===== src/rtl/bus_demux_reg_pkg.sv =====
// Shared definitions for the registered bus demultiplexer.
//   DEMUX_WIDTH_DEFAULT : default data word width
//   DEMUX_CH_MAX        : largest supported channel count
//   DROP_CNT_W          : width of the saturating drop counter
//   slot_state_e        : per-slot holding register state
//   demux_free_mask()   : slots able to take a word this cycle
package demux_pkg;

    localparam int unsigned DEMUX_WIDTH_DEFAULT = 8;
    localparam int unsigned DEMUX_CH_MAX        = 16;
    localparam int unsigned DROP_CNT_W          = 8;

    typedef enum logic {
        SlotEmpty = 1'b0,
        SlotFull  = 1'b1
    } slot_state_e;

    // A slot is free when empty or when it drains in the same cycle.
    function automatic logic [DEMUX_CH_MAX-1:0] demux_free_mask(
        input logic [DEMUX_CH_MAX-1:0] valid,
        input logic [DEMUX_CH_MAX-1:0] ready
    );
        return ~valid | (valid & ready);
    endfunction

endpackage


===== src/rtl/bus_demux_reg_if.sv =====
// Bus bundle between a single source and CHANNELS registered destinations.
//   in_valid/in_ready/in_data/in_sel/in_bcast : source handshake
//   out_valid/out_ready/out_data              : per-channel handshake, data flattened
//   err_sel/drop_cnt                          : out-of-range drop reporting
// The slave modport is the demultiplexer's view, master is the environment's.
interface bus_demux_reg_if
    import demux_pkg::*;
#(
    parameter int unsigned WIDTH    = DEMUX_WIDTH_DEFAULT,
    parameter int unsigned CHANNELS = 4,
    parameter int unsigned SEL_W    = $clog2(CHANNELS)
);

    logic                        in_valid;
    logic                        in_ready;
    logic [WIDTH-1:0]            in_data;
    logic [SEL_W-1:0]            in_sel;
    logic                        in_bcast;
    logic [CHANNELS-1:0]         out_valid;
    logic [CHANNELS-1:0]         out_ready;
    logic [CHANNELS*WIDTH-1:0]   out_data;
    logic                        err_sel;
    logic [DROP_CNT_W-1:0]       drop_cnt;

    modport slave (
        input  in_valid, in_data, in_sel, in_bcast, out_ready,
        output in_ready, out_valid, out_data, err_sel, drop_cnt
    );

    modport master (
        output in_valid, in_data, in_sel, in_bcast, out_ready,
        input  in_ready, out_valid, out_data, err_sel, drop_cnt
    );

endinterface


===== src/rtl/bus_demux_reg_slot.sv =====
// One-entry holding register for a single demultiplexer channel.
//   clk, rst  : clock, synchronous active-high reset
//   load      : capture load_data and mark full (wins over pop)
//   load_data : word to capture
//   pop       : consumer took the word; empties the slot unless loading
//   valid     : slot full
//   data      : held word, IDLE_VAL while empty
module demux_slot
    import demux_pkg::*;
#(
    parameter int unsigned      WIDTH    = DEMUX_WIDTH_DEFAULT,
    parameter logic [WIDTH-1:0] IDLE_VAL = '0
) (
    input  logic             clk,
    input  logic             rst,
    input  logic             load,
    input  logic [WIDTH-1:0] load_data,
    input  logic             pop,
    output logic             valid,
    output logic [WIDTH-1:0] data
);

    slot_state_e      r_state;
    logic [WIDTH-1:0] r_data;

    always_ff @(posedge clk) begin
        if (rst) begin
            r_state <= SlotEmpty;
            r_data  <= IDLE_VAL;
        end else if (load) begin
            r_state <= SlotFull;
            r_data  <= load_data;
        end else if (pop) begin
            r_state <= SlotEmpty;
            r_data  <= IDLE_VAL;
        end
    end

    assign valid = (r_state == SlotFull);
    assign data  = r_data;

endmodule


===== src/rtl/bus_demux_reg.sv =====
// Registered 1:N bus demultiplexer with unicast and broadcast delivery.
//   clk, rst : clock, synchronous active-high reset
//   bus      : slave side of bus_demux_reg_if (source handshake, per-channel
//              outputs, err_sel drop pulse, saturating drop_cnt)
// Words addressed past the last channel are accepted and dropped.
module bus_demux_reg
    import demux_pkg::*;
#(
    parameter int unsigned      WIDTH    = DEMUX_WIDTH_DEFAULT,
    parameter int unsigned      CHANNELS = 4,
    parameter int unsigned      SEL_W    = $clog2(CHANNELS),
    parameter logic [WIDTH-1:0] IDLE_VAL = '0
) (
    input  logic                 clk,
    input  logic                 rst,
    bus_demux_reg_if.slave       bus
);

    logic [DEMUX_CH_MAX-1:0] w_free_full;
    logic [CHANNELS-1:0]     w_free;
    logic [CHANNELS-1:0]     w_valid;
    logic [CHANNELS-1:0]     w_pop;
    logic [CHANNELS-1:0]     w_load;
    logic [CHANNELS-1:0]     w_sel_hot;
    logic                    w_sel_free;
    logic                    w_in_range;
    logic                    w_in_ready;
    logic                    w_accept;
    logic                    w_drop;
    logic                    w_unused_free;
    logic [WIDTH-1:0]        w_slot_data [CHANNELS];

    logic                    r_err_sel;
    logic [DROP_CNT_W-1:0]   r_drop_cnt;

    assign w_free_full   = demux_free_mask(DEMUX_CH_MAX'(w_valid), DEMUX_CH_MAX'(bus.out_ready));
    assign w_free        = w_free_full[CHANNELS-1:0];
    // Upper mask bits are padding when CHANNELS < DEMUX_CH_MAX.
    assign w_unused_free = ^w_free_full;

    assign w_in_range = (32'(bus.in_sel) < CHANNELS);

    // Decode by compare so an out-of-range select never indexes past the vector.
    always_comb begin
        w_sel_free = 1'b0;
        w_sel_hot  = '0;
        for (int i = 0; i < int'(CHANNELS); i++) begin
            if (bus.in_sel == SEL_W'(i)) begin
                w_sel_free   = w_free[i];
                w_sel_hot[i] = 1'b1;
            end
        end
    end

    always_comb begin
        if (rst) begin
            w_in_ready = 1'b0;
        end else if (bus.in_bcast) begin
            w_in_ready = &w_free;
        end else if (w_in_range) begin
            w_in_ready = w_sel_free;
        end else begin
            w_in_ready = 1'b1;
        end
    end

    assign w_accept = bus.in_valid & w_in_ready;
    assign w_drop   = w_accept & ~bus.in_bcast & ~w_in_range;
    assign w_pop    = w_valid & bus.out_ready;

    always_comb begin
        w_load = '0;
        for (int i = 0; i < int'(CHANNELS); i++) begin
            w_load[i] = w_accept & (bus.in_bcast | w_sel_hot[i]);
        end
    end

    for (genvar g = 0; g < int'(CHANNELS); g++) begin : g_slot
        demux_slot #(
            .WIDTH    (WIDTH),
            .IDLE_VAL (IDLE_VAL)
        ) u_slot (
            .clk       (clk),
            .rst       (rst),
            .load      (w_load[g]),
            .load_data (bus.in_data),
            .pop       (w_pop[g]),
            .valid     (w_valid[g]),
            .data      (w_slot_data[g])
        );
        assign bus.out_data[g*WIDTH +: WIDTH] = w_slot_data[g];
    end

    always_ff @(posedge clk) begin
        if (rst) begin
            r_err_sel  <= 1'b0;
            r_drop_cnt <= '0;
        end else begin
            r_err_sel <= w_drop;
            if (w_drop && (r_drop_cnt != '1)) begin
                r_drop_cnt <= r_drop_cnt + 1'b1;
            end
        end
    end

    assign bus.in_ready  = w_in_ready;
    assign bus.out_valid = w_valid;
    assign bus.err_sel   = r_err_sel;
    assign bus.drop_cnt  = r_drop_cnt;

endmodule


===== src/flat_wrapper.sv =====
// flat-port wrapper written by rule: the top's interface ports become plain ports
module bus_demux_reg_flat import demux_pkg::*;
#(
    parameter int unsigned      WIDTH    = DEMUX_WIDTH_DEFAULT,
    parameter int unsigned      CHANNELS = 4,
    parameter int unsigned      SEL_W    = $clog2(CHANNELS),
    parameter logic [WIDTH-1:0] IDLE_VAL = '0
)
  (clk, rst, bus_in_valid, bus_in_data, bus_in_sel, bus_in_bcast, bus_out_ready, bus_in_ready, bus_out_valid, bus_out_data, bus_err_sel, bus_drop_cnt);
  bus_demux_reg_if #(.WIDTH(WIDTH), .CHANNELS(CHANNELS), .SEL_W(SEL_W)) bus_i ();
  input  logic clk;
  input  logic rst;
  input wire logic [$bits(bus_i.in_valid)-1:0] bus_in_valid;
  input wire logic [$bits(bus_i.in_data)-1:0] bus_in_data;
  input wire logic [$bits(bus_i.in_sel)-1:0] bus_in_sel;
  input wire logic [$bits(bus_i.in_bcast)-1:0] bus_in_bcast;
  input wire logic [$bits(bus_i.out_ready)-1:0] bus_out_ready;
  output wire logic [$bits(bus_i.in_ready)-1:0] bus_in_ready;
  output wire logic [$bits(bus_i.out_valid)-1:0] bus_out_valid;
  output wire logic [$bits(bus_i.out_data)-1:0] bus_out_data;
  output wire logic [$bits(bus_i.err_sel)-1:0] bus_err_sel;
  output wire logic [$bits(bus_i.drop_cnt)-1:0] bus_drop_cnt;
  assign bus_i.in_valid = bus_in_valid;
  assign bus_i.in_data = bus_in_data;
  assign bus_i.in_sel = bus_in_sel;
  assign bus_i.in_bcast = bus_in_bcast;
  assign bus_i.out_ready = bus_out_ready;
  assign bus_in_ready = bus_i.in_ready;
  assign bus_out_valid = bus_i.out_valid;
  assign bus_out_data = bus_i.out_data;
  assign bus_err_sel = bus_i.err_sel;
  assign bus_drop_cnt = bus_i.drop_cnt;
  bus_demux_reg #(.WIDTH(WIDTH), .CHANNELS(CHANNELS), .SEL_W(SEL_W), .IDLE_VAL(IDLE_VAL)) u_core (.clk(clk), .rst(rst), .bus(bus_i));
endmodule

===== config.mk =====
export PLATFORM = sky130hd
export DESIGN_NAME = bus_demux_reg_flat
export DESIGN_NICKNAME = d
export VERILOG_FILES = /design/src/rtl/bus_demux_reg_pkg.sv /design/src/rtl/bus_demux_reg_if.sv /design/src/rtl/bus_demux_reg_slot.sv /design/src/rtl/bus_demux_reg.sv /design/src/flat_wrapper.sv
export SDC_FILE = /design/constraint.sdc
export NUM_CORES = 1
export LEC_CHECK = 0
export ABC_AREA = 0
export BUFFER_PORTS_ARGS = -buffer_cell sky130_fd_sc_hd__buf_2
export CAP_MARGIN = 0
export CELL_PAD_IN_SITES_DETAIL_PLACEMENT = 0
export CELL_PAD_IN_SITES_GLOBAL_PLACEMENT = 2
export CORE_MARGIN = 3
export CORE_UTILIZATION = 27
export DETAILED_ROUTE_END_ITERATION = 10
export PLACE_DENSITY_LB_ADDON = 0.1
export SYNTH_ARGS = -nofsm -noshare
export SYNTH_HDL_FRONTEND = slang
export SYNTH_SLANG_ARGS = --single-unit

===== constraint.sdc =====
create_clock -name clk -period 2.05 [get_ports clk]
set_input_delay 0 -clock clk [delete_from_list [all_inputs] [get_ports clk]]
set_output_delay 0 -clock clk [all_outputs]
set_load 0.02 [all_outputs]

* Word level (Yosys, flattened, before mapping)
Cells that the tools add are included.
Storage, ports and cells: logic and storage cells 56, output and inout bits 46, register bits 36, input bits 18
Cells by class: bitwise gates (word level) 13, reduce and logical (&&, ||, !) cells 6, multiplexer cells 26, equal/unequal tests 3
Operator list (count):
- 8-bit 2-to-1 mux | 8
- 1-bit 2-to-1 mux | 18
- 4-bit AND | 2
- 2-bit nonzero test | 4
- 1-bit AND | 5
- 2-bit == test, second input constant | 2
- 4-bit inverter | 1
- 1-bit OR | 4
- 4-bit OR | 1
- 4-bit AND reduction | 1
- 2-bit by 1-bit == test with 1-bit output, second input constant | 1
- 2-bit zero test | 1

* Depth between registers and ports, before layout
depth in word-level cells 11, depth in mapped cells 6, gate-level depth less buffers 5

* By module
From an unflattened synthesis, not the netlist that was laid out.
Unflattened totals: cell total of the unflattened synthesis 199, area, all modules 1958.1 sq um
By module, submodules not included:
- demux_slot | area an instance 424.2 sq um, instances 4, cells an instance 41, seq. area each 180.2 sq um
- bus_demux_reg | area an instance 261.5 sq um, instances 1, cells an instance 35, seq. area each 0.0 sq um

* Worst setup path after synthesis
OpenSTA, ideal clock, no wires.
path kind register -> register, from register u_core.g_slot[2].u_slot.r_state, to register u_core.g_slot[3].u_slot.r_data[0], setup slack 546 ps, setup time 72 ps, cell stages (with the launch flop) 7, required time 1978 ps, period minus slack after synthesis 1504 ps, arrival 1432 ps, buffers on the path 1, cells stage by stage dfxtp_1 -> nand2b_1 -> a21oi_1 -> a2111oi_4 -> and4_1 -> buf_6 -> mux2i_1
On the way: cells in the longest elaborated chain, start to end 9, elaborated cells on any way between the ends 12, those cells by class mux (5); bitwise (5); reduce/logical (2)
RTL lines:
- from (decl) | RTL line bus_demux_reg_slot.sv:23 | slot_state_e r_state;
- from (signal assigned) | RTL line bus_demux_reg_slot.sv:28 | r_state <= SlotEmpty;
- from (signal assigned) | RTL line bus_demux_reg_slot.sv:31 | r_state <= SlotFull;
- from (signal assigned) | RTL line bus_demux_reg_slot.sv:34 | r_state <= SlotEmpty;
- 4-bit AND or 4-bit inverter (tied branches) | RTL line bus_demux_reg_pkg.sv:23 | return ~valid | (valid & ready);
- 4-bit OR (*) | RTL line bus_demux_reg_pkg.sv:23
- 1-bit 2-to-1 mux (2 in a row) | RTL line bus_demux_reg.sv:48 | if (bus.in_sel == SEL_W'(i)) begin
- 1-bit 2-to-1 mux (*) | RTL line bus_demux_reg.sv:58 | end else if (bus.in_bcast) begin
- 1-bit 2-to-1 mux (*) | RTL line bus_demux_reg.sv:56 | if (rst) begin
- 1-bit AND (*) | RTL line bus_demux_reg.sv:67 | assign w_accept = bus.in_valid & w_in_ready;
- 1-bit AND (*) | RTL line bus_demux_reg.sv:74 | w_load[i] = w_accept & (bus.in_bcast | w_sel_hot[i]);
- 8-bit 2-to-1 mux or 2-bit nonzero test (tied branches)
- to (signal assigned) | RTL line bus_demux_reg_slot.sv:32 | r_data <= load_data;
- to (decl) | RTL line bus_demux_reg_slot.sv:24 | logic [WIDTH-1:0] r_data;
Mark *: on every way between the ends. The rest lies on a longest branch, timed or not. A chain may end at the register's enable or synchronous reset.

* Final worst setup path
from register u_core.g_slot[2].u_slot.r_state, to register u_core.g_slot[3].u_slot.r_data[1]
The elaborated chain is that of the path after synthesis.

==> reports/results.tsv <==
metric	value	unit
worstHoldPathCells	3	
rsz0062_at_grt	false	
powerDensity	777	nW/um2
netSwitchingPower	0.000395	W
r2r_slack	0.30	ns
wl	3.89	mm
min_period	1.75	ns
place_congestion	0.738	
switching_share	26.3	%
ctsHtreeMaxLevel	2	
max_stage_delay	0.48	ns
antenna_found_initial	0	
grt_overflow	0	
num_rows	27	
holdCritPathClass	primary input to register	
synthCells	157	
setup_ws	0.299	ns
drive_gt1_share	31.8	%
holdPathEnd	u_core.g_slot[0].u_slot.valid$_SDFFE_PP0P_	
areaGrowthSynthToFinish	24.0	%
drc	0	
synth_area_per_cell	9.95	um2
setup_violations	0	
place_hpwl	3.02	mm
dieArea	6740	um2
clock_skew	0.00453	ns
path_max_fanout	9	
io-pin-count	64	
io_buffers	54	
outcome	finished, final reports clean	
dr_total_vias	1210	
die_x	82.1	um
cp.arrival	1.96	ns
core_region_area	5540	um2
wl_per_cell	13.7	um
synth_area	1560	um2
startpoint_type	register	
mostFrequentLayoutCells	54 x buf_2, 36 x dfxtp_1, 34 x nand2_1	
insertion_delay	0.28	ns
regToRegEndpoint	u_core.g_slot[3].u_slot.data[1]$_SDFFE_PP0P_	
grt_first_pass_wirelength	6.30	mm
utilization	35.0	%
min_from	bus_out_ready[0]	
worstMarginPinSlew	0.699	ns
final_max_slew_viol_count	0	
end_kind	register	
grt_pass1_vias	1236	
cts_tree	done	
initial_core_util	28.2	%
required	2.26	ns
clk_pin_slew	0.07	ns
hold_violations	0	
antenna_cells	0	
yosysWarningCount	0	
path_cells	nand2b_1 > a21oi_1 > a2111oi_4 > and4_2 > mux2i_1	
clock-sinks	36	
mostFrequentLayoutCell	buf_2	
avgViaCountPerCell	4.28	
worstSetupPathType	register to register	
slew_headroom	53.4	%
r2r_cells	5	
fill_cells	590	
pwr-share-clk	35.4	%
setup_tns	0	ns
synth-seq-cells	36	
first_pass_iters	4	
ant_nets	0	
num-nets-final	229	
pre_cts_ws	0.181	ns
cts_root_buffer	clkbuf_8	
min_period_over_period	85.4	%
r2r-start	u_core.g_slot[2].u_slot.valid$_SDFFE_PP0P_	
p_seq_share	49.6	%
p_int	0.00111	W
fmax	0.571	GHz
die_y	82.1	um
cts-buffers-inserted	5	
grt_use_total	12.9	%
p_leak	0.976	nW
peakVddDrop	0.000353	V
ys_types	21	
seq_area_frac_synth	46.1	%
comb_power_share	14.9	%
drt_iter0_markers	39	
cts.path.max_buffers	2	
post_cts_buffers	0	
grt_max_degree	18	
crit_slowest_cell	and4_2	
cap_violations	0	
-- cell type report --
cell class | count | area (um2) | share of cell area (%)
flip-flops and latches | 36 | 721 | 37.2
clock buffers | 7 | 96.3 | 4.97
well taps | 72 | 90.1 | 4.65
inverters | 2 | 7.51 | 0.387
repair buffers | 57 | 293 | 15.1
multi-input cells | 109 | 731 | 37.7
-- cell usage after synthesis --
library cell	count	area share, %
a31oi_1	1	0.40
buf_4	16	7.7
conb_1	1	0.24
inv_1	2	0.48
a21boi_0	2	0.96
dfxtp_1	36	46
buf_6	1	0.72
nand2_1	34	8.2
and3_1	1	0.40
nor2b_1	3	1.2
a21oi_1	7	2.2
nor2_1	1	0.24
a2111oi_4	1	1.8
and4_1	1	0.56
clkbuf_1	1	0.24
o2111ai_1	2	1.1
nand2b_1	11	4.4
o21ba_1	2	1.3
nor2b_4	1	0.88
mux2i_1	32	20
and2_1	1	0.40
-- repair_timing --
action                     in CTS  in global routing
gates resized for setup         0                  1
setup endpoints to repair       0                  1
hold buffers                    0                  0
-- routing by layer --
| layer | vias up | GRT usage (%) | wire [um] |
|---|---|---|---|
| met5 | - | 0 | 0 |
| met4 | 0 | 5.65 | 82 |
| met3 | 7 | 3.73 | 235 |
| met2 | 40 | 21.6 | 1900 |
| met1 | 545 | 15.2 | 1670 |
| li1 | 618 | - | - |
-- stage by stage --
stage          power [W]  cell area [um2]  std cells  hold WS (ns)
2_1_floorplan   0.000930             1590        165         0.204
3_3_place_gp    0.000989             1840        276         0.352
3_5_place_dp    0.000991             1840        276         0.338
4_1_cts          0.00154             1940        283        0.0353
5_1_grt          0.00159             1940        283        0.0768
6_report         0.00151             1940        283        0.0470
-- critical path, delay by kind of cell, from the launching register on --
kind            cells  cell delay, ns
mux                 1            0.23
simple gates        2            0.63
compound gates      2            0.50
flops               1            0.32
-- cells by family after synthesis --
logic type	share of synthesized area, %
AOI/OAI and AO/OA	7.77
buffers and inverters	9.13
DFF	46.1
muxes	20.5
other	0.240
and+or+nand+nor	16.3
-- power groups by stage --
stage                     Combinational [W]  Clock, W  Sequential (W)
final                              0.000225  0.000534        0.000747
after global routing               0.000248  0.000596        0.000750
after CTS                          0.000230  0.000563        0.000747
after global placement             0.000226         0        0.000762
after floorplan                    0.000134         0        0.000796
after detailed placement           0.000228         0        0.000763
-- sequential cells by signal, summed over array words and instances, names as in the netlist --
signal and count:
u_core.g_slot.u_slot.valid 4, u_core.g_slot.u_slot.data 32
-- worst max path at each step --
stage	start	to	slack, ns
global route	u_core.g_slot[2].u_slot.valid$_SDFFE_PP0P_	u_core.g_slot[3].u_slot.data[1]$_SDFFE_PP0P_	0.12
CTS	u_core.g_slot[2].u_slot.valid$_SDFFE_PP0P_	u_core.g_slot[3].u_slot.data[1]$_SDFFE_PP0P_	0.15
floorplan	u_core.g_slot[2].u_slot.valid$_SDFFE_PP0P_	u_core.g_slot[3].u_slot.data[0]$_SDFFE_PP0P_	0.55
detailed placement	u_core.g_slot[2].u_slot.valid$_SDFFE_PP0P_	u_core.g_slot[3].u_slot.data[5]$_SDFFE_PP0P_	0.18
finish	u_core.g_slot[2].u_slot.valid$_SDFFE_PP0P_	u_core.g_slot[3].u_slot.data[1]$_SDFFE_PP0P_	0.30
global placement	u_core.g_slot[2].u_slot.valid$_SDFFE_PP0P_	u_core.g_slot[3].u_slot.data[4]$_SDFFE_PP0P_	0.28
Note: power is estimated with default switching activity, not from simulation.
